===== src/rtl/mppt_pkg.sv =====
// Shared constants for the MPPT datapath: op codes, compare codes,
// arbiter state encoding and Q16.16 helpers.
package mppt_pkg;

  // fixed_point_math operation codes
  localparam logic [2:0] OP_ADD = 3'd0;
  localparam logic [2:0] OP_SUB = 3'd1;
  localparam logic [2:0] OP_MUL = 3'd2;
  localparam logic [2:0] OP_DIV = 3'd3;
  localparam logic [2:0] OP_CMP = 3'd4;

  // fixed_point_math compare_result codes
  localparam logic [1:0] CMP_EQ = 2'b00;
  localparam logic [1:0] CMP_GT = 2'b01;
  localparam logic [1:0] CMP_LT = 2'b10;

  // Arbiter FSM encoding
  localparam int         ST_W     = 2;
  localparam logic [1:0] ST_IDLE  = 2'd0;
  localparam logic [1:0] ST_ISSUE = 2'd1;
  localparam logic [1:0] ST_WAIT  = 2'd2;
  localparam logic [1:0] ST_RESP  = 2'd3;

  // Q16.16 constants
  localparam int          Q_FRAC_BITS = 16;
  localparam logic [31:0] Q16_ZERO    = 32'h0000_0000;
  localparam logic [31:0] Q16_ONE     = 32'h0001_0000;

endpackage


===== src/rtl/rr_arbiter.sv =====
// Combinational round-robin pick: first set req bit at or above ptr,
// wrapping modulo NUM_REQ. Produces a one-hot winner and its index.
module rr_arbiter #(
  parameter int NUM_REQ = 2,
  parameter int PTR_W   = (NUM_REQ > 1) ? $clog2(NUM_REQ) : 1
) (
  input  logic [NUM_REQ-1:0] req,
  input  logic [PTR_W-1:0]   ptr,
  output logic [NUM_REQ-1:0] gnt,
  output logic [PTR_W-1:0]   gnt_idx
);

  logic [PTR_W:0]   sum;
  logic [PTR_W-1:0] k;
  logic             found;

  // Scan from ptr upward; the first hit wins and later hits are masked.
  always_comb begin
    gnt     = '0;
    gnt_idx = '0;
    found   = 1'b0;
    sum     = '0;
    k       = '0;
    for (int i = 0; i < NUM_REQ; i++) begin
      sum = {1'b0, ptr} + (PTR_W+1)'(i);
      if (sum >= (PTR_W+1)'(NUM_REQ)) sum = sum - (PTR_W+1)'(NUM_REQ);
      k = sum[PTR_W-1:0];
      if (!found && req[k]) begin
        found      = 1'b1;
        gnt[k]     = 1'b1;
        gnt_idx    = k;
      end
    end
  end

endmodule


===== src/rtl/fixed_point_math_arbiter.sv =====
// Shares one Q16.16 fixed_point_math unit between NUM_REQ requesters.
// Round robin, one outstanding operation, watchdog on math_done.
module fixed_point_math_arbiter
  import mppt_pkg::*;
#(
  parameter int NUM_REQ        = 2,
  parameter int DATA_WIDTH     = 32,
  parameter int TIMEOUT_CYCLES = 64
) (
  input  logic                          clk,
  input  logic                          rst,
  input  logic [NUM_REQ-1:0]            req,
  input  logic [NUM_REQ*DATA_WIDTH-1:0] req_op_a,
  input  logic [NUM_REQ*DATA_WIDTH-1:0] req_op_b,
  input  logic [NUM_REQ*3-1:0]          req_operation,
  output logic [NUM_REQ-1:0]            grant,
  output logic [NUM_REQ-1:0]            rsp_done,
  output logic [DATA_WIDTH-1:0]         rsp_result,
  output logic                          rsp_overflow,
  output logic [1:0]                    rsp_compare,
  output logic                          rsp_timeout,
  output logic [DATA_WIDTH-1:0]         math_op_a,
  output logic [DATA_WIDTH-1:0]         math_op_b,
  output logic [2:0]                    math_operation,
  output logic                          math_start,
  input  logic [DATA_WIDTH-1:0]         math_result,
  input  logic                          math_done,
  input  logic                          math_overflow,
  input  logic [1:0]                    math_compare,
  output logic                          busy
);

  localparam int PTR_W = (NUM_REQ > 1) ? $clog2(NUM_REQ) : 1;
  localparam int CNT_W = $clog2(TIMEOUT_CYCLES + 1);

  logic [ST_W-1:0]       state_q,  state_d;
  logic [NUM_REQ-1:0]    grant_q,  grant_d;
  logic [PTR_W-1:0]      owner_q,  owner_d;
  logic [PTR_W-1:0]      rr_ptr_q, rr_ptr_d;
  logic [CNT_W-1:0]      cnt_q,    cnt_d;
  logic [DATA_WIDTH-1:0] op_a_q,   op_a_d;
  logic [DATA_WIDTH-1:0] op_b_q,   op_b_d;
  logic [2:0]            opn_q,    opn_d;
  logic [DATA_WIDTH-1:0] res_q,    res_d;
  logic                  ovf_q,    ovf_d;
  logic [1:0]            cmp_q,    cmp_d;
  logic                  tmo_q,    tmo_d;

  logic [NUM_REQ-1:0]    win_gnt;
  logic [PTR_W-1:0]      win_idx;
  logic [DATA_WIDTH-1:0] sel_a, sel_b;
  logic [2:0]            sel_op;

  rr_arbiter #(.NUM_REQ(NUM_REQ), .PTR_W(PTR_W)) u_rr (
    .req     (req),
    .ptr     (rr_ptr_q),
    .gnt     (win_gnt),
    .gnt_idx (win_idx)
  );

  // One-hot OR-mux of the winning requester's operands and op code.
  always_comb begin
    sel_a  = '0;
    sel_b  = '0;
    sel_op = '0;
    for (int k = 0; k < NUM_REQ; k++) begin
      if (win_gnt[k]) begin
        sel_a  = sel_a  | req_op_a[k*DATA_WIDTH +: DATA_WIDTH];
        sel_b  = sel_b  | req_op_b[k*DATA_WIDTH +: DATA_WIDTH];
        sel_op = sel_op | req_operation[k*3 +: 3];
      end
    end
  end

  // Transaction FSM: grant/latch, issue, wait (with watchdog), respond.
  always_comb begin
    state_d  = state_q;
    grant_d  = grant_q;
    owner_d  = owner_q;
    rr_ptr_d = rr_ptr_q;
    cnt_d    = cnt_q;
    op_a_d   = op_a_q;
    op_b_d   = op_b_q;
    opn_d    = opn_q;
    res_d    = res_q;
    ovf_d    = ovf_q;
    cmp_d    = cmp_q;
    tmo_d    = tmo_q;
    case (state_q)
      ST_IDLE: begin
        if (|req) begin
          state_d = ST_ISSUE;
          grant_d = win_gnt;
          owner_d = win_idx;
          op_a_d  = sel_a;
          op_b_d  = sel_b;
          opn_d   = sel_op;
        end
      end
      ST_ISSUE: begin
        state_d = ST_WAIT;
        cnt_d   = '0;
      end
      ST_WAIT: begin
        if (math_done) begin
          state_d = ST_RESP;
          res_d   = math_result;
          ovf_d   = math_overflow;
          cmp_d   = math_compare;
          tmo_d   = 1'b0;
        end else begin
          cnt_d = cnt_q + 1'b1;
          // Watchdog: abort with a zeroed response once the budget is spent.
          if (cnt_d == CNT_W'(TIMEOUT_CYCLES)) begin
            state_d = ST_RESP;
            res_d   = '0;
            ovf_d   = 1'b0;
            cmp_d   = 2'b00;
            tmo_d   = 1'b1;
          end
        end
      end
      ST_RESP: begin
        state_d  = ST_IDLE;
        grant_d  = '0;
        rr_ptr_d = (owner_q == PTR_W'(NUM_REQ-1)) ? '0 : owner_q + 1'b1;
      end
      default: state_d = ST_IDLE;
    endcase
  end

  // State registers with synchronous reset; the math unit itself is not reset here.
  always_ff @(posedge clk) begin
    if (rst) begin
      state_q  <= ST_IDLE;
      grant_q  <= '0;
      owner_q  <= '0;
      rr_ptr_q <= '0;
      cnt_q    <= '0;
      op_a_q   <= '0;
      op_b_q   <= '0;
      opn_q    <= '0;
      res_q    <= '0;
      ovf_q    <= 1'b0;
      cmp_q    <= '0;
      tmo_q    <= 1'b0;
    end else begin
      state_q  <= state_d;
      grant_q  <= grant_d;
      owner_q  <= owner_d;
      rr_ptr_q <= rr_ptr_d;
      cnt_q    <= cnt_d;
      op_a_q   <= op_a_d;
      op_b_q   <= op_b_d;
      opn_q    <= opn_d;
      res_q    <= res_d;
      ovf_q    <= ovf_d;
      cmp_q    <= cmp_d;
      tmo_q    <= tmo_d;
    end
  end

  assign grant          = grant_q;
  assign rsp_done       = (state_q == ST_RESP) ? grant_q : '0;
  assign rsp_result     = res_q;
  assign rsp_overflow   = ovf_q;
  assign rsp_compare    = cmp_q;
  assign rsp_timeout    = tmo_q;
  assign math_op_a      = op_a_q;
  assign math_op_b      = op_b_q;
  assign math_operation = opn_q;
  assign math_start     = (state_q == ST_ISSUE);
  assign busy           = (state_q != ST_IDLE);

endmodule


===== config.mk =====
export PLATFORM = sky130hd
export DESIGN_NAME = fixed_point_math_arbiter
export DESIGN_NICKNAME = d
export VERILOG_FILES = /design/src/rtl/mppt_pkg.sv /design/src/rtl/rr_arbiter.sv /design/src/rtl/fixed_point_math_arbiter.sv
export SDC_FILE = /design/constraint.sdc
export NUM_CORES = 1
export LEC_CHECK = 0
export ABC_AREA = 1
export BUFFER_PORTS_ARGS = -buffer_cell sky130_fd_sc_hd__buf_2
export CAP_MARGIN = 40
export CORE_MARGIN = 2
export CORE_UTILIZATION = 43
export CTS_BUF_LIST = sky130_fd_sc_hd__clkbuf_16
export DETAILED_ROUTE_END_ITERATION = 16
export PLACE_DENSITY = 0.82
export SYNTH_ARGS = -nofsm -noshare
export SYNTH_HDL_FRONTEND = slang
export SYNTH_SLANG_ARGS = --single-unit

===== constraint.sdc =====
create_clock -name clk -period 2 [get_ports clk]
set_input_delay 0.2 -clock clk [delete_from_list [all_inputs] [get_ports clk]]
set_output_delay 0.2 -clock clk [all_outputs]
set_load 0.01 [all_outputs]

==> results.md, run 1 <==
| Stage | Result | Reported |
|---|---|---|
| run status | Run status | finished clean |
| logic synthesis | Synthesized net count | 875 |
| floorplanning | Die span in y | 112 um |
| finish | Antenna fix cells | 0 |
| clock network | Total CTS buffers | 17 |
| clock network | Clock transition at path regs | 60 ps |
| global routing | Wire length of the first global-routing pass | 24400 um |
| logic synthesis | Arithmetic-cell share of the synthesized area counting full adders, half adders and majority gates | 0.0126 |
| finish | Signed area change from the synthesized netlist to the final layout | 43.1% |
| worst setup path | Crit path buf inv count | 1 |
| worst setup path | Register-to-register path setup slack | 290 ps |
| min path | Worst min-delay path startpoint | math_result[18] |
| finish | Fraction of layout cells with a size suffix above 1 | 0.351 |
| logic synthesis | Number of warnings printed during yosys synthesis | 0 |
| worst setup path | Worst path max stage delay | 380 ps |
| detailed routing | Total number of vias | 5515 |
| clock network | Hold-fix buffers at CTS | 0 |
| logic synthesis | Count of unique library cells instantiated by Yosys | 29 |
| global routing | Via count of the first global-routing pass | 5217 |
| clock network | Clock tree from TritonCTS | yes |
| power | P per Cell Area | 1270 nW/um^2 |
| worst setup path | Cell seen most often among critical-path stages | sky130_fd_sc_hd__nand2_1 |
| global routing | Met1 track utilization from global routing | 0.287 |
| detailed routing | Final WL | 14900 um |
| timing | Highest achievable clock rate | 584 MHz |
| detailed routing | Iteration count of the initial detailed-routing pass | 4 |
| floorplanning | Area enclosed by the die boundary | 12400 um^2 |
| worst setup path | FF-to-FF path depth | 9 |
| global routing | Global router's overall resource usage | 0.240 |
| detailed routing | Iter 0 DRT Violations | 451 |
| detailed routing | Post-route antenna net violation count | 0 |
| timing | Measured slew at the worst slew-check pin | 796 ps |
| worst setup path | Cell-by-cell listing of the critical path | ha_1 > nand2_1 > o21ai_1 > nand2_1 > nor2_2 > nand3_4 > buf_12 > nand3_1 > a21oi_1 |
| clock network | Deepest level of the CTS H-tree | 4 |
| worst setup path | Top cell family by delay on the critical path | simple AND/OR/NAND/NOR gates |
| logic synthesis | Sequential cell area fraction in the yosys report | 0.467 |
| logic synthesis | Syn Std Cell Area | 4970 um^2 |
| logic synthesis | Post-synthesis async set-or-reset flop share | 0 |
| floorplanning | Starting density of the core | 0.437 |
| min path | Worst Hold Endpoint | rsp_result[18]$_SDFFE_PP0P_ |
| detailed routing | Vias per cell | 4.91 |
| global routing | Number of antenna violations at the first check in global routing | 0 |
| place | RePlAce Congestion | 0.848 |
| place | Placement Cell Area | 6530 um^2 |
| timing | Worst clock skew on the final layout | 6.73 ps |
| worst setup path | Crit path max-delay cell type | sky130_fd_sc_hd__dfxtp_1 |
| worst setup path | Crit path arrival time | 1970 ps |
| worst setup path | R2r startpoint | cnt_q[0]$_SDFFE_PP0P_ |
| clock network | Clock latency on the worst-skew pair | 410 ps |
| global routing | Met3 routing resource usage after global routing | 0.0838 |
| timing | Rel. slew slack | 0.469 |
| worst setup path | CP Max Fanout | 36 |
| floorplanning | Floorplan row count | 39 |
| timing | Final period utilization | 0.856 |
| floorplanning | Boundary Pins | 283 |
| worst setup path | Total stage count of the critical path | 9 |
| power | Leakage power figure | 3.67 nW |
| worst setup path | Worst path required time | 2250 ps |
| logic synthesis | Main combinational cell family by area after synthesis | simple AND/OR/NAND/NOR gates |
| logic synthesis | Synth Area in XOR/XNOR | 0 |
| timing | Setup TNS after final layout | 0 ps |
| logic synthesis | Area share of and/or/nand/nor cells after synthesis | 0.320 |
| worst setup path | Critical Path Sink Type | flip-flop |
| clock network | Total clock sinks | 116 |
| logic synthesis | Most frequently used flop master after synthesis | sky130_fd_sc_hd__dfxtp_1 |
| detailed routing | WL per Instance | 13.2 um |
| worst setup path | Worst Setup Start Kind | flip-flop |
| clock network | Number of resized instances in the post-cts repair step | 0 |
| timing | Post-layout min period | 1710 ps |
| global routing | Remaining global-route overflow | 0 |
| place | Detailed-placement wirelength estimate | 10300 um |
| floorplanning | Chip Width | 112 um |
| clock network | Clock tree buffer depth | 2 |
| worst setup path | Capture point of the worst reg-to-reg path | rsp_result[14]$_SDFFE_PP0P_ |
| timing | Setup repair after global routing missed its margin | false |
| clock network | Clock root buffer | sky130_fd_sc_hd__clkbuf_16 |
| logic synthesis | Syn Area/Cell | 7.15 um^2 |
| min path | Number of cells on the worst hold path | 3 |
| logic synthesis | Flip-flop and latch count after synthesis | 116 |
| global routing | Maximum number of pins on one net before global-route repair | 75 |
| power | Worst-case vdd ir drop | 1030 uV |
| logic synthesis | Count of flip-flops with a built-in enable after synthesis | 0 |
| timing | Final Hold Violating Endpoints | 0 |
| logic synthesis | Compound-cell area share of the yosys netlist | 0.116 |
| clock network | Number of buffers added for setup after CTS | 0 |
| global routing | Routing layer with the top usage in global route | met2 |
| flow run | Max_cap viols | 0 |
| global routing | Global routing met2 resource utilization | 0.397 |
| timing | Count of endpoints failing setup in the final report | 0 |
| detailed routing | DRC violation count after routing | 0 |
| finish | Number of nets in the layout | 1146 |
| floorplanning | Core area | 11400 um^2 |
| logic synthesis | Cells after synthesis | 696 |
| finish | Finished layout cell area | 7120 um^2 |
| place | Count of buffers from port buffering | 282 |
| timing | Number of pins with negative max-slew slack in the final report | 0 |
| worst setup path | Crit path kind | reg -> reg |
| logic synthesis | Multiplexer area fraction after synthesis | 0 |
| min path | Class of the tightest hold or removal check | in -> reg |
==> through the flow <==
stage	setup WS, ps	hold WS, ps	utilization	power (mW)	instances
floorplan	453	349	-	4.95	696
global placement	364	428	0.575	6.08	1091
detailed placement	323	429	0.575	6.12	1091
CTS	294	19.1	0.626	9.11	1123
global route	123	22.5	0.626	9.61	1123
finish	289	41.2	0.626	9.03	1123
==> area by class of cell <==
class                      instances  area, um^2
sequential                       116        2320
timing repair buffer             292        1560
clock buffer                      17         425
tap                              143         179
clock inverter                    15         160
inverter                          59         221
multi-input combinational        481        2250
fill                            1033        4250
==> cells in the mapped netlist (2+ instances only) <==
master	number	area, um^2
sky130_fd_sc_hd__inv_1	56	210
sky130_fd_sc_hd__buf_6	3	33.8
sky130_fd_sc_hd__buf_1	5	18.8
sky130_fd_sc_hd__o21ai_1	2	10.0
sky130_fd_sc_hd__buf_4	3	22.5
sky130_fd_sc_hd__a31oi_1	31	194
sky130_fd_sc_hd__o21ai_0	6	30.0
sky130_fd_sc_hd__o211ai_1	8	60.1
sky130_fd_sc_hd__nor2_1	5	18.8
sky130_fd_sc_hd__inv_2	2	7.51
sky130_fd_sc_hd__a21oi_1	48	240
sky130_fd_sc_hd__nand3_1	69	345
sky130_fd_sc_hd__nand3_2	9	90.1
sky130_fd_sc_hd__buf_2	9	45.0
sky130_fd_sc_hd__dfxtp_1	116	2320
sky130_fd_sc_hd__clkbuf_1	20	75.1
sky130_fd_sc_hd__nand2_1	287	1080
sky130_fd_sc_hd__nor2_2	2	12.5
sky130_fd_sc_hd__ha_1	5	62.6
==> power by group <==
group | switching (mW) | leakage [nW] | internal (mW)
combinational | 1.86 | 2.45 | 1.14
clock | 1.11 | 0.273 | 1.84
sequential | 0.269 | 0.950 | 2.81
==> cell usage in the layout (no fill, tap or decap), types with 4 or more instances in the layout <==
cell / netlist / layout
sky130_fd_sc_hd__clkinv_4: 0 / 6
sky130_fd_sc_hd__buf_4: 3 / 4
sky130_fd_sc_hd__ha_1: 5 / 5
sky130_fd_sc_hd__o21ai_0: 6 / 6
sky130_fd_sc_hd__buf_2: 9 / 282
sky130_fd_sc_hd__nand2_1: 287 / 287
sky130_fd_sc_hd__clkbuf_16: 0 / 17
sky130_fd_sc_hd__nand3_1: 69 / 69
sky130_fd_sc_hd__nor2_1: 5 / 4
sky130_fd_sc_hd__nand3_2: 9 / 9
sky130_fd_sc_hd__inv_1: 56 / 56
sky130_fd_sc_hd__a31oi_1: 31 / 31
sky130_fd_sc_hd__buf_12: 0 / 6
sky130_fd_sc_hd__o211ai_1: 8 / 8
sky130_fd_sc_hd__clkinvlp_4: 0 / 4
sky130_fd_sc_hd__dfxtp_1: 116 / 116
sky130_fd_sc_hd__a21oi_1: 48 / 48
==> worst max path at each step <==
stage,start,to
CTS,cnt_q[0]$_SDFFE_PP0P_,rsp_result[14]$_SDFFE_PP0P_
global placement,cnt_q[0]$_SDFFE_PP0P_,rsp_result[3]$_SDFFE_PP0P_
global route,state_q[1]$_SDFFE_PP0P_,math_op_b[29]$_SDFFE_PP0P_
floorplan,cnt_q[0]$_SDFFE_PP0P_,rsp_result[18]$_SDFFE_PP0P_
detailed placement,cnt_q[0]$_SDFFE_PP0P_,rsp_result[17]$_SDFFE_PP0P_
finish,cnt_q[0]$_SDFFE_PP0P_,rsp_result[14]$_SDFFE_PP0P_
==> sequential cells by signal, summed over array words and instances (netlist names) <==
signal	count
cnt_q	7
grant	2
math_op_a	32
math_op_b	32
math_operation	3
owner_q	1
rr_ptr_q	1
rsp_compare	2
rsp_overflow	1
rsp_result	32
rsp_timeout	1
state_q	2
==> metal layers <==
| metal | vias to the layer above | wire [um] |
|---|---|---|
| met4 | 0 | 335 |
| met3 | 29 | 1260 |
| met1 | 2477 | 6100 |
| met5 | - | 0 |
| met2 | 225 | 7150 |
| li1 | 2784 | - |
==> kinds of logic after synthesis <==
kind of cell / count (synthesis)
DFF: 116
AOI/OAI and AO/OA: 99
adders and majority gates: 5
and+or+nand+nor: 377
buffers and inverters: 99
==> worst reg2reg max path, cell delays in order (launching register included) <==
cell and delay (ps):
sky130_fd_sc_hd__dfxtp_1 380, sky130_fd_sc_hd__ha_1 200, sky130_fd_sc_hd__nand2_1 110, sky130_fd_sc_hd__o21ai_1 140, sky130_fd_sc_hd__nand2_1 90, sky130_fd_sc_hd__nor2_2 180
sky130_fd_sc_hd__nand3_4 100, sky130_fd_sc_hd__buf_12 190, sky130_fd_sc_hd__nand3_1 110, sky130_fd_sc_hd__a21oi_1 70
Note: power is estimated with default switching activity, not from simulation.
==> run 2: changes to the inputs <==
--- a/config.mk
+++ b/config.mk
@@ -8,7 +8,7 @@
 export ABC_AREA = 1
 export BUFFER_PORTS_ARGS = -buffer_cell sky130_fd_sc_hd__buf_2
 export CAP_MARGIN = 40
-export CORE_MARGIN = 2
+export CORE_MARGIN = 8
 export CORE_UTILIZATION = 43
 export CTS_BUF_LIST = sky130_fd_sc_hd__clkbuf_16
 export DETAILED_ROUTE_END_ITERATION = 16
==> run 2 against run 1 <==
Clock power grew 15%. Final area increased by 1.4%. Total power increased by 5.8%. Non-clock buffer count rose by 4. Largest cell class unchanged. Highest routed layer unchanged. Critical path depth stayed put. Worst setup slack worse by 24 ps. Core utilization is 0.86 points higher. Sequential cell count unchanged. Register-to-register slack got worse by 20 ps. Routed wire length increased by 13%.
==> results.md, run 2 (same netlist as run 1, synthesis figures left out) <==
| Stage | Result | Reported | Delta |
|---|---|---|---|
| worst setup path | Crit path arrival time | 1980 ps | about the same |
| worst setup path | Top cell family by delay on the critical path | simple AND/OR/NAND/NOR gates |  |
| floorplanning | Chip Width | 124 um | +11% |
| place | RePlAce Congestion | 0.868 | +2.3% |
| detailed routing | Iter 0 DRT Violations | 289 | -36% |
| worst setup path | Worst Setup Start Kind | flip-flop |  |
| finish | Fraction of layout cells with a size suffix above 1 | 0.352 | +0.000606 |
| clock network | Clock transition at path regs | 60 ps | about the same |
| floorplanning | Boundary Pins | 283 | unchanged |
| worst setup path | CP Max Fanout | 36 | unchanged |
| worst setup path | Cell-by-cell listing of the critical path | ha_1 > nand2_1 > o21ai_1 > nand2_1 > nor2_2 > nand3_4 > buf_12 > nand3_1 > a21oi_1 |  |
| worst setup path | Worst path required time | 2240 ps | about the same |
| timing | Setup repair after global routing missed its margin | false |  |
| worst setup path | Total stage count of the critical path | 9 | unchanged |
| flow run | Max_cap viols | 0 | unchanged |
| timing | Number of pins with negative max-slew slack in the final report | 0 | unchanged |
| timing | Worst clock skew on the final layout | 10.0 ps | +3.32 ps |
| clock network | Number of resized instances in the post-cts repair step | 0 | unchanged |
| global routing | Wire length of the first global-routing pass | 25700 um | +5.6% |
| finish | Filler Cells Inserted | 990 | -4.2% |
| floorplanning | Core area | 11400 um^2 | unchanged |
| timing | Count of endpoints failing setup in the final report | 0 | unchanged |
| place | Detailed-placement wirelength estimate | 12400 um | +21% |
| detailed routing | Post-route antenna net violation count | 0 | unchanged |
| power | Leakage power figure | 3.73 nW | +1.7% |
| floorplanning | Floorplan row count | 39 | unchanged |
| floorplanning | Area enclosed by the die boundary | 15300 um^2 | +23% |
| timing | Final Hold Violating Endpoints | 0 | unchanged |
| worst setup path | Crit path kind | reg -> reg |  |
| clock network | Clock latency on the worst-skew pair | 400 ps | about the same |
| min path | Class of the tightest hold or removal check | in -> reg |  |
| finish | Utilization after layout | 0.635 | +0.00858 |
| global routing | Global router's overall resource usage | 0.211 | -0.0294 |
| finish | Most common library cell in the layout ignoring fill and taps | sky130_fd_sc_hd__nand2_1 |  |
| timing | Setup TNS after final layout | 0 ps | unchanged |
| detailed routing | Final WL | 16700 um | +13% |
| worst setup path | Crit path buf inv count | 1 | unchanged |
| timing | Post-layout min period | 1730 ps | +23.6 ps |
| worst setup path | Crit path max-delay cell type | sky130_fd_sc_hd__dfxtp_1 |  |
| global routing | Maximum number of pins on one net before global-route repair | 75 | unchanged |
| finish | Signed area change from the synthesized netlist to the final layout | 45.1% |  |
| power | Worst-case vdd ir drop | 706 uV | -31% |
| worst setup path | Cell seen most often among critical-path stages | sky130_fd_sc_hd__nand2_1 |  |
| clock network | Clock root buffer | sky130_fd_sc_hd__clkbuf_16 |  |
| clock network | Deepest level of the CTS H-tree | 4 | unchanged |
| finish | Finished layout cell area | 7220 um^2 | +1.4% |
| timing | Measured slew at the worst slew-check pin | 808 ps | +12.0 ps |
| floorplanning | Starting density of the core | 0.437 | unchanged |
| detailed routing | Total number of vias | 5550 | +0.63% |
| clock network | Total CTS buffers | 17 | unchanged |
| detailed routing | DRC violation count after routing | 0 | unchanged |
| detailed routing | WL per Instance | 14.8 um | +12% |
| global routing | Remaining global-route overflow | 0 | unchanged |
| clock network | Clock tree buffer depth | 2 | unchanged |
| floorplanning | Die span in y | 124 um | +11% |
| power | P per Cell Area | 1320 nW/um^2 | +4.3% |
| finish | Post-route non-filler standard cell count | 1129 | +0.53% |
| global routing | Number of antenna violations at the first check in global routing | 2 | +2 |
| timing | Highest achievable clock rate | 576 MHz | -1.4% |
| place | Placement Cell Area | 6550 um^2 | +0.27% |
| clock network | Clock tree from TritonCTS | yes |  |
| global routing | Via count of the first global-routing pass | 5429 | +4.1% |
| run status | Run status | finished clean |  |
| finish | Number of nets in the layout | 1150 | +0.35% |
| detailed routing | Iteration count of the initial detailed-routing pass | 4 | unchanged |
| place | Cells after DPL | 1095 | +0.37% |
| timing | Slack of the critical path | 265 ps | -23.6 ps |
| worst setup path | FF-to-FF path depth | 9 | unchanged |
| clock network | Number of buffers added for setup after CTS | 0 | unchanged |
| finish | Highest-count cells in the layout ignoring fill and taps | 287 x sky130_fd_sc_hd__nand2_1, 282 x sky130_fd_sc_hd__buf_2, 116 x sky130_fd_sc_hd__dfxtp_1, 69 x sky130_fd_sc_hd__nand3_1, 56 x sky130_fd_sc_hd__inv_1 |  |
| timing | Rel. slew slack | 0.461 | -0.00800 |
| worst setup path | Register-to-register path setup slack | 270 ps | -20 ps |
| timing | Final period utilization | 0.867 | +0.0118 |
| min path | Number of cells on the worst hold path | 3 | unchanged |
| detailed routing | Vias per cell | 4.92 | about the same |
| place | Worst setup timing slack at the placement stage | 266 ps | -57.1 ps |
| place | Count of buffers from port buffering | 282 | unchanged |
| worst setup path | Worst path max stage delay | 380 ps | about the same |
| worst setup path | Critical Path Sink Type | flip-flop |  |
| clock network | Hold-fix buffers at CTS | 0 | unchanged |
| clock network | Total clock sinks | 116 | unchanged |
[run 2: changes by cell type in the layout (fill, tap and decap cells not counted)]
cell                         delta
sky130_fd_sc_hd__buf_4          +5
sky130_fd_sc_hd__bufinv_16      +4
sky130_fd_sc_hd__clkinv_4       -4
sky130_fd_sc_hd__clkinvlp_4     -3
sky130_fd_sc_hd__clkinv_1       +2
sky130_fd_sc_hd__diode_2        +2
sky130_fd_sc_hd__buf_12         -1
sky130_fd_sc_hd__clkinv_2       +1
[run 2: power breakdown]
part / internal, mW / switching (mW)
Clock: 2.33 / 1.06
Combinational: 1.18 / 1.91
Sequential: 2.81 / 0.264
[run 2: worst register-to-register path, delay by kind of cell (launching register included)]
kind / cells / cell delay [ps]
AOI/OAI and AO/OA: 2 / 200
DFF: 1 / 380
buffers and inverters: 1 / 180
adders and majority gates: 1 / 210
and+or+nand+nor: 5 / 600
[run 2: final timing paths]
path	startpoint	to
setup / recovery	cnt_q[0]$_SDFFE_PP0P_	rsp_result[10]$_SDFFE_PP0P_
hold / removal	math_result[21]	rsp_result[21]$_SDFFE_PP0P_
setup reg to reg	cnt_q[0]$_SDFFE_PP0P_	rsp_result[10]$_SDFFE_PP0P_
hold reg to reg	owner_q$_SDFFE_PP0P_	rr_ptr_q$_SDFFE_PP0P_
[run 2: cell type report]
cell class | count | area (um^2) | area share
antenna | 2 | 5.00 | 0.000693
clock buffer | 17 | 425 | 0.0589
clock inverter | 15 | 235 | 0.0326
inverter | 59 | 221 | 0.0307
multi-input combinational | 481 | 2250 | 0.312
sequential | 116 | 2320 | 0.322
tap | 143 | 179 | 0.0248
timing repair buffer | 296 | 1580 | 0.219
[run 2: through the flow]
step	power [mW]	hold WS [ps]
after global routing	10.1	35.4
after detailed placement	6.21	433
final	9.55	55.0
after global placement	6.16	427
after CTS	9.64	35.7
after floorplan	4.95	349
[run 2: routing by layer]
layer  track usage  wire length, um
met1         0.232             6560
met2         0.358             8150
met3        0.0854             1710
met4        0.0790              297
met5             0                0
==> run 3: changes to the inputs <==
--- a/config.mk
+++ b/config.mk
@@ -12,7 +12,7 @@
 export CORE_UTILIZATION = 43
 export CTS_BUF_LIST = sky130_fd_sc_hd__clkbuf_16
 export DETAILED_ROUTE_END_ITERATION = 16
-export PLACE_DENSITY = 0.82
+export PLACE_DENSITY = 0.79
 export SYNTH_ARGS = -nofsm -noshare
 export SYNTH_HDL_FRONTEND = slang
 export SYNTH_SLANG_ARGS = --single-unit
==> constraint.sdc (replaced) <==
create_clock -name clk -period 2.1 [get_ports clk]
set_input_delay 0.21 -clock clk [delete_from_list [all_inputs] [get_ports clk]]
set_output_delay 0.21 -clock clk [all_outputs]
set_load 0.01 [all_outputs]
==> run 3 against run 2 <==
Hold slack got worse by 1.3 ps. Final area fell by 1.4%. Clock power fell by 13%. Core utilization fell by 0.91 points. Via count fell by 1.4%. Critical endpoint is now rsp_result[28]$_SDFFE_PP0P_. Global-route usage rose by 0.066 points. Fmax rose by 1.8%. Register-to-register slack improved by 130 ps. Sequential share of layout area rose by 0.47 points. Sequential cell count did not move. Non-clock buffer count fell by 4. Total power fell by 8.5%.
==> results.md, run 3 (same netlist as run 1, synthesis figures left out) <==
| Stage | Result | Reported | Delta |
|---|---|---|---|
| run status | Run status | finished clean |  |
| timing | Highest achievable clock rate | 587 MHz | +1.8% |
| worst setup path | Cell-by-cell listing of the critical path | ha_1 > nand2_1 > o21ai_1 > nand2_1 > nor2_2 > nand3_4 > buf_12 > nand3_1 > a21oi_1 |  |
| floorplanning | Starting density of the core | 0.437 | unchanged |
| floorplanning | Area enclosed by the die boundary | 15300 um^2 | unchanged |
| worst setup path | Crit path kind | reg -> reg |  |
| global routing | Routing layer with the top usage in global route | met2 |  |
| global routing | Via count of the first global-routing pass | 5220 | -3.8% |
| clock network | Number of buffers added for setup after CTS | 0 | unchanged |
| finish | Finished layout cell area | 7110 um^2 | -1.4% |
| clock network | Clock tree buffer depth | 2 | unchanged |
| global routing | Global router's overall resource usage | 0.211 | +0.000662 |
| timing | Worst clock skew on the final layout | 8.71 ps | -1.33 ps |
| timing | Final Hold Violating Endpoints | 0 | unchanged |
| clock network | Clock root buffer | sky130_fd_sc_hd__clkbuf_16 |  |
| timing | Final period utilization | 0.811 | -0.0563 |
| clock network | Number of resized instances in the post-cts repair step | 0 | unchanged |
| power | P per Cell Area | 1230 nW/um^2 | -7.2% |
| finish | Reg area | 2320 um^2 | unchanged |
| global routing | Maximum number of pins on one net before global-route repair | 75 | unchanged |
| clock network | Total CTS buffers | 17 | unchanged |
| floorplanning | Core area | 11400 um^2 | unchanged |
| detailed routing | Iteration count of the initial detailed-routing pass | 4 | unchanged |
| timing | Setup TNS after final layout | 0 ps | unchanged |
| finish | Utilization after layout | 0.626 | -0.00913 |
| flow run | Max_cap viols | 0 | unchanged |
| clock network | Clock latency on the worst-skew pair | 410 ps | about the same |
| clock network | Hold-fix buffers at CTS | 0 | unchanged |
| finish | Highest-count cells in the layout ignoring fill and taps | 287 x sky130_fd_sc_hd__nand2_1, 282 x sky130_fd_sc_hd__buf_2, 116 x sky130_fd_sc_hd__dfxtp_1, 69 x sky130_fd_sc_hd__nand3_1, 56 x sky130_fd_sc_hd__inv_1 |  |
| place | Count of buffers from port buffering | 282 | unchanged |
| timing | Measured slew at the worst slew-check pin | 789 ps | -19.4 ps |
| worst setup path | Worst Setup Start Kind | flip-flop |  |
| global routing | Met3 routing resource usage after global routing | 0.0772 | -0.00822 |
| worst setup path | Critical Path Sink Type | flip-flop |  |
| timing | Worst hold slack | 53.7 ps | -1.28 ps |
| place | Detailed-placement wirelength estimate | 12100 um | -2.9% |
| finish | Signed area change from the synthesized netlist to the final layout | 43.0% |  |
| timing | Slack of the critical path | 397 ps | +131 ps |
| worst setup path | Worst path max stage delay | 380 ps | about the same |
| detailed routing | DRC violation count after routing | 0 | unchanged |
| clock network | Clock transition at path regs | 60 ps | about the same |
| floorplanning | Floorplan row count | 39 | unchanged |
| global routing | Met1 track utilization from global routing | 0.249 | +0.0168 |
| floorplanning | Die span in y | 124 um | unchanged |
| place | Cells after DPL | 1091 | -0.37% |
| timing | Post-layout min period | 1700 ps | -31.5 ps |
| worst setup path | CP Max Fanout | 36 | unchanged |
| finish | Antenna fix cells | 0 | -2 |
| power | Worst-case vdd ir drop | 656 uV | -7.1% |
| global routing | Number of antenna violations at the first check in global routing | 0 | -2 |
| floorplanning | Chip Width | 124 um | unchanged |
| finish | Fraction of layout cells with a size suffix above 1 | 0.351 | -0.000606 |
| finish | Number of nets in the layout | 1146 | -0.35% |
| place | Placement Cell Area | 6510 um^2 | -0.65% |
| worst setup path | Cell seen most often among critical-path stages | sky130_fd_sc_hd__nand2_1 |  |
| finish | Multi-input combinational cell area | 2250 um^2 | unchanged |
| finish | Filler Cells Inserted | 1034 | +4.4% |
| detailed routing | Vias per cell | 4.87 | -0.86% |
| detailed routing | Final WL | 16500 um | -1.5% |
| clock network | Total clock sinks | 116 | unchanged |
| global routing | Global routing met2 resource utilization | 0.351 | -0.00710 |
| timing | Setup repair after global routing missed its margin | false |  |
| clock network | Clock tree from TritonCTS | yes |  |
| timing | Rel. slew slack | 0.474 | +0.0129 |
| worst setup path | Crit path max-delay cell type | sky130_fd_sc_hd__dfxtp_1 |  |
| clock network | Deepest level of the CTS H-tree | 4 | unchanged |
| power | Power Total | 8.73 mW | -8.5% |
| detailed routing | Post-route antenna net violation count | 0 | unchanged |
| global routing | Wire length of the first global-routing pass | 25800 um | +0.13% |
| detailed routing | Iter 0 DRT Violations | 304 | +5.2% |
| worst setup path | Worst path required time | 2350 ps | +110 ps |
| timing | Count of endpoints failing setup in the final report | 0 | unchanged |
| place | RePlAce Congestion | 0.832 | -4.1% |
| floorplanning | Boundary Pins | 283 | unchanged |
| global routing | Remaining global-route overflow | 0 | unchanged |
| finish | Most common library cell in the layout ignoring fill and taps | sky130_fd_sc_hd__nand2_1 |  |
| timing | Number of pins with negative max-slew slack in the final report | 0 | unchanged |
| detailed routing | Total number of vias | 5473 | -1.4% |
| worst setup path | Crit path arrival time | 1950 ps | -30 ps |
| detailed routing | WL per Instance | 14.7 um | -0.96% |
| place | Worst setup timing slack at the placement stage | 420 ps | +154 ps |
| min path | Class of the tightest hold or removal check | in -> reg |  |
| finish | Post-route non-filler standard cell count | 1123 | -0.53% |
| power | Leakage power figure | 3.68 nW | -1.4% |
## run 3: path summary, 6_finish.rpt
check	startpoint	endpoint	slack, ps	cells after the start
worst max register to register	cnt_q[0]$_SDFFE_PP0P_	rsp_result[28]$_SDFFE_PP0P_	400	9
worst max-delay path	cnt_q[0]$_SDFFE_PP0P_	rsp_result[28]$_SDFFE_PP0P_	400	9
worst min-delay path	math_result[22]	rsp_result[22]$_SDFFE_PP0P_	50	3
worst min register to register	owner_q$_SDFFE_PP0P_	rr_ptr_q$_SDFFE_PP0P_	450	1
## run 3: power by group
part | internal (mW) | total [mW] | switching [mW] | leakage [nW]
Sequential | 2.67 | 2.92 | 0.243 | 0.950
Clock | 1.87 | 2.94 | 1.07 | 0.288
Combinational | 1.08 | 2.88 | 1.80 | 2.44
Total | 5.62 | 8.73 | 3.11 | 3.68
## run 3: worst max-delay path, delay by kind of cell (launching register included)
| family | cells | cell delay (ps) |
|---|---|---|
| AND/OR/NAND/NOR | 5 | 560 |
| flip-flops | 1 | 380 |
| AO/OA/AOI/OAI | 2 | 210 |
| adder cells (fa/ha/maj) | 1 | 210 |
| buffers and inverters | 1 | 190 |
## run 3: metal layers
layer,routed length [um],share of wire
met1,6620,0.40
met2,7980,0.48
met3,1620,0.098
met4,255,0.015
met5,0,0
## run 3: layout make-up
cell class,instances,area share
Clock inverter,15,0.0252
Sequential cell,116,0.326
Tap cell,143,0.0252
Multi-Input combinational cell,481,0.316
Timing Repair Buffer,292,0.216
Inverter,59,0.0311
Clock buffer,17,0.0598
